File: config.mk
export PLATFORM = sky130hd
export DESIGN_NAME = pc_gen_unit
export DESIGN_NICKNAME = d
export VERILOG_FILES = /design/src/rtl/pc_gen_unit.sv
export SDC_FILE = /design/constraint.sdc
export NUM_CORES = 1
export LEC_CHECK = 0
export CAP_MARGIN = 20
export CELL_PAD_IN_SITES_DETAIL_PLACEMENT = 2
export CELL_PAD_IN_SITES_GLOBAL_PLACEMENT = 2
export CORE_AREA = 2 2 147 149
export DETAILED_ROUTE_END_ITERATION = 8
export DIE_AREA = 0 0 149 151
export MAX_ROUTING_LAYER = met4
export PLACE_DENSITY = 0.75
export SETUP_SLACK_MARGIN = 0.2
export SLEW_MARGIN = 10
export SYNTH_ARGS = -nofsm -noshare
export SYNTH_HDL_FRONTEND = slang
export SYNTH_SLANG_ARGS = --single-unit
File: constraint.sdc
create_clock -name clk -period 4.3 [get_ports clk]
set_input_delay 0.645 -clock clk [delete_from_list [all_inputs] [get_ports clk]]
set_output_delay 0.645 -clock clk [all_outputs]
set_load 0.02 [all_outputs]
File: src/rtl/pc_gen_unit.sv
// ============================================================================
// Module      : pc_gen_unit
// Description : Next-PC generator that owns the fetch PC. It selects between
//               sequential, branch, JALR and trap sources and holds redirects
//               while fetch is stalled. Optional feature macro: PC_RVC_EN
//               (16-bit instruction increment and 2-byte target alignment).
// Revision    : 1.0 - initial release
// ============================================================================
`default_nettype none

module pc_gen_unit #(
  parameter int               XLEN         = 32,
  parameter logic [XLEN-1:0]  RESET_VECTOR = '0
) (
  input  logic             clk,
  input  logic             rst,
  input  logic             stall,
  input  logic             imem_ready,
  input  logic [1:0]       pcsrc,
  input  logic [XLEN-1:0]  branch_target,
  input  logic [XLEN-1:0]  jalr_target,
  input  logic             trap,
  input  logic [XLEN-1:0]  trap_vector,
  input  logic             is_compressed,
  output logic [XLEN-1:0]  pc_o,
  output logic             pc_valid,
  output logic [XLEN-1:0]  pc_plus_inc,
  output logic             misalign,
  output logic             redirect_pend
);

  typedef enum logic [1:0] {
    BOOT = 2'd0,
    RUN  = 2'd1,
    HOLD = 2'd2
  } state_t;

  state_t           state;
  logic [XLEN-1:0]  pend_target;

  logic             fire;
  logic [XLEN-1:0]  inc;
  logic             redirect_req;
  logic [XLEN-1:0]  target;
  logic             target_misaligned;
  logic             valid_redirect;
  logic             unused_bits;

  assign fire = pc_valid & imem_ready & ~stall;

`ifdef PC_RVC_EN
  assign inc               = is_compressed ? XLEN'(2) : XLEN'(4);
  assign target_misaligned = target[0];
`else
  assign inc               = XLEN'(4);
  assign target_misaligned = (target[1:0] != 2'b00);
`endif

  // jalr_target[0] is always cleared and is_compressed is ignored without RVC
  assign unused_bits = ^{is_compressed, jalr_target[0]};

  assign pc_plus_inc    = pc_o + inc;
  assign redirect_req   = (pcsrc == 2'b01) || (pcsrc == 2'b10);
  assign target         = (pcsrc == 2'b01) ? branch_target
                                           : {jalr_target[XLEN-1:1], 1'b0};
  assign valid_redirect = redirect_req & ~target_misaligned;

  always_ff @(posedge clk or posedge rst) begin
    if (rst) begin
      state         <= BOOT;
      pc_o          <= RESET_VECTOR;
      pc_valid      <= 1'b0;
      misalign      <= 1'b0;
      redirect_pend <= 1'b0;
      pend_target   <= '0;
    end else begin
      // A misaligned redirect is only reported when it would otherwise have
      // been acted on: not during BOOT and not when a trap takes priority.
      misalign <= (state != BOOT) & ~trap & redirect_req & target_misaligned;

      case (state)
        BOOT: begin
          pc_valid <= 1'b1;
          state    <= RUN;
          if (trap) begin
            pc_o <= trap_vector;
          end
        end

        RUN: begin
          if (trap) begin
            pc_o <= trap_vector;
          end else if (fire && valid_redirect) begin
            pc_o <= target;
          end else if (fire) begin
            pc_o <= pc_plus_inc;
          end else if (valid_redirect) begin
            pend_target   <= target;
            redirect_pend <= 1'b1;
            state         <= HOLD;
          end
        end

        HOLD: begin
          if (trap) begin
            pc_o          <= trap_vector;
            redirect_pend <= 1'b0;
            state         <= RUN;
          end else if (fire) begin
            // A redirect arriving on the accepting cycle supersedes the latch
            pc_o          <= valid_redirect ? target : pend_target;
            redirect_pend <= 1'b0;
            state         <= RUN;
          end else if (valid_redirect) begin
            pend_target <= target;
          end
        end

        default: begin
          state         <= RUN;
          redirect_pend <= 1'b0;
        end
      endcase
    end
  end

endmodule

`default_nettype wire
==> out/qor.txt <==
Crit-path leading delay family: simple AND/OR/NAND/NOR gates
Largest net degree at the start of global routing: 42
Post-cts hold buffer count: 0
Drt pass-1 iters: 6
Initial antenna violation count: 0
# Post-CTS Setup Buffers: 0
CTS tree: done
Min Tclk post-route: 3.922 ns
Die Height: 151 um
Worst slew pin tran: 0.8569 ns
Yosys warning total: 0
Max H-tree Level: 3
Final hold vios: 0
Synthesized area: 5177 sq um
Post-synthesis simple-gate area fraction: 0.2124
Critical path buffers and inverters: 1
Num CTS Buffers: 9
Hold WC Path Type: register to register
Switching power: 2476 uW
Worst-path maximum fanout: 7
Number of diodes: 0
Arr. time, crit path: 3.28 ns
Flop pwr share: 0.261
CTS root buf: clkbuf_16
CTS max path bufs: 2
VDD IR max: 320.4 uV
Slew Limit Fails: 0
CP required: 3.65 ns
Placer Congestion: 0.8647
DR vias: 5579
Worst R2R End: pc_o[2]
Antenna-violating nets left: 0
Comb power frac: 0.600
Cell Pwr Density: 699.7 nW/um^2
CP Launch Type: register
Pre-CTS WS: 0.5059 ns
Internal power: 2750 uW
Die Wd: 149 um
CP Capture Type: output pin
Net Sw Frac: 0.4738
Asr flop ratio synth: 1.000
Worst hold path startpoint: pend_target[4]
Synth Flop Type: dfrtp_1
Finished Layout Cells: 1018
Yosys cell types: 76
Pleak: 0.002773 uW
Post-layout util: 0.3587
R2r startpoint: state[0]
Routed wire per std cell: 22.96 um
Post-route DRC: 0
Gr ovfl total: 0
Number of port buffers: 168
Max incr delay on CP: 0.72 ns
R2R setup slack: 1.36 ns
Largest family of logic cells by synthesized area: compound AO/OA/AOI/OAI gates
Final Skew: 0.005528 ns
CP cell instances: ha_1 > nand4_4 > or4_1 > o31a_1 > or2_1 > clkdlybuf4s50_1
Worst hold path cell count: 1
CTS sink cnt: 69
Register area share after synthesis: 0.3335
# rows: 53
Most frequent cells in the layout: 168 x clkdlybuf4s50_1, 69 x dfrtp_1, 55 x nor2_1
Fmax: 0.2550 GHz
Clk Latency, worst-skew pair: 0.34 ns
Yosys reg bits: 69
Slowest stage cell on the critical path: or4_1
Cts repair resizes: 0
Clock slew seen by the registers of the worst setup and hold paths: 0.06 ns
Setup WS post-layout: 0.3780 ns
Setup TNS: 0 ns
EDFF count, synth: 0
Die area: 22500 sq um
Starting density of the core: 0.2486
Post-synthesis compound-gate area fraction: 0.2477
# IOs: 171
Period utilisation layout: 0.9121
Mapped Cells: 589
Hold endpoint: pend_target[4]
Power Total: 5226 uW
Via count of the first global-routing pass: 6173
RSZ-0062 raised after global routing: false
Area Growth Syn to Fin: 44.27%
# setup viols final: 0
Multiplexer share of the synthesized area: 0.09763
Post-Route WL: 23370 um
Clk network pwr share: 0.139
Post-Synth Adder-Cell Area: 0.01450
Post-Synth XOR/XNOR Area: 0.04060
Register-to-Register Path Depth: 8
1st-iter DRT viols: 289
Total GRT Usage: 0.2162
DR vias/cell: 5.480
Syn Nets: 699
CP Class: register to output pin
HPWL Detailed: 17740 um
First-pass GRT wire length: 35950 um
Status: completed
Cell count after placement: 1001
Commonest non-fill, non-tap cell in the layout: clkdlybuf4s50_1
Ratio of cells with drive above 1 in the final layout: 0.1279
Max Cap Viol: 0
Synth Area per Inst: 8.790 sq um
Nets: 848
Core footprint: 20820 sq um
Slew HR: 0.4279
[worst reg2reg max path, delay by kind of cell, from the launching register on]
family,cells,cell delay [ns]
AOI/OAI and AO/OA,2,0.85
adders and majority gates,1,0.34
buffers and inverters,3,0.82
DFF,1,0.43
and+or+nand+nor,2,0.38
[cells by family after synthesis]
| group | Yosys count |
|---|---|
| AND/OR/NAND/NOR | 202 |
| XOR/XNOR | 24 |
| buffers and inverters | 67 |
| flip-flops | 69 |
| multiplexers | 47 |
| adder cells (fa/ha/maj) | 6 |
| AO/OA/AOI/OAI | 174 |
[cells in the mapped netlist, drive strengths merged, types with 2 or more instances]
master / n / area share
o211ai: 11 / 0.016
o31ai: 6 / 0.0087
xor2: 9 / 0.015
a221oi: 4 / 0.0068
a21oi: 39 / 0.040
o2111ai: 6 / 0.010
o21ai: 15 / 0.014
a22o: 4 / 0.0068
dfrtp: 69 / 0.33
o41ai: 3 / 0.0065
nand2: 39 / 0.029
clkbuf: 31 / 0.022
mux2: 28 / 0.061
mux2i: 19 / 0.037
or4: 2 / 0.0036
or2: 12 / 0.014
and2: 6 / 0.0075
inv: 18 / 0.013
xnor2: 15 / 0.025
buf: 18 / 0.018
nand4: 16 / 0.025
a31oi: 9 / 0.011
o32ai: 3 / 0.0051
a2111oi: 6 / 0.010
o311ai: 7 / 0.012
o311a: 4 / 0.0077
nand3: 17 / 0.017
o22ai: 5 / 0.0060
a32o: 7 / 0.014
a221o: 2 / 0.0039
a211o: 11 / 0.019
nor2b: 4 / 0.0048
nor4: 10 / 0.019
a211oi: 16 / 0.023
nor3: 17 / 0.017
nor2: 56 / 0.041
and3: 4 / 0.0048
ha: 6 / 0.014
or3: 9 / 0.011
and4: 3 / 0.0053
a31o: 6 / 0.010
[power groups by stage]
stage	clock, uW	sequential [uW]	combinational (uW)
4_1_cts	744	1360	3140
6_report	729	1360	3130
3_3_place_gp	0	1330	3010
2_1_floorplan	0	1410	1640
3_5_place_dp	0	1360	3110
5_1_grt	768	1420	3360
[sequential cells by signal, indices dropped and copies added (netlist names)]
signal         flops
state              2
misalign           1
pc_valid           1
redirect_pend      1
pc_o              32
pend_target       32
[through the flow]
step                hold slack (ns)  cell area (sq um)
finish                       0.5082               7470
CTS                          0.5098               7448
global route                 0.5275               7470
global placement             0.4831               7169
floorplan                    0.4646               5177
detailed placement           0.4964               7169
[layer usage]
layer  track usage  vias up  part of all wire
li1              -     2546                 -
met1        0.2666     2836              0.44
met2        0.3705      168              0.50
met3       0.02982       29             0.043
met4       0.06286        0             0.021
met5             -        -                 0
[how the worst max path moves through the flow]
| stage | endpoint | from | cells past startpoint |
|---|---|---|---|
| detailed placement | pc_o[14] | pcsrc[0] | 7 |
| global route | pc_plus_inc[26] | pc_o[3] | 6 |
| floorplan | pc_plus_inc[26] | pc_o[2] | 6 |
| CTS | pc_plus_inc[26] | pc_o[3] | 6 |
| finish | pc_plus_inc[26] | pc_o[3] | 6 |
| global placement | pc_o[14] | pcsrc[1] | 8 |
[area by class of cell]
| cell class | count | area (sq um) |
|---|---|---|
| Clock inverter | 4 | 22.52 |
| Sequential cell | 69 | 1727 |
| Tap cell | 275 | 344.1 |
| Clock buffer | 12 | 256.5 |
| Fill cell | 2310 | 13350 |
| Multi-Input combinational cell | 453 | 3208 |
| Timing Repair Buffer | 187 | 1844 |
| Inverter | 18 | 67.56 |
(Power assumes the default switching activity.)
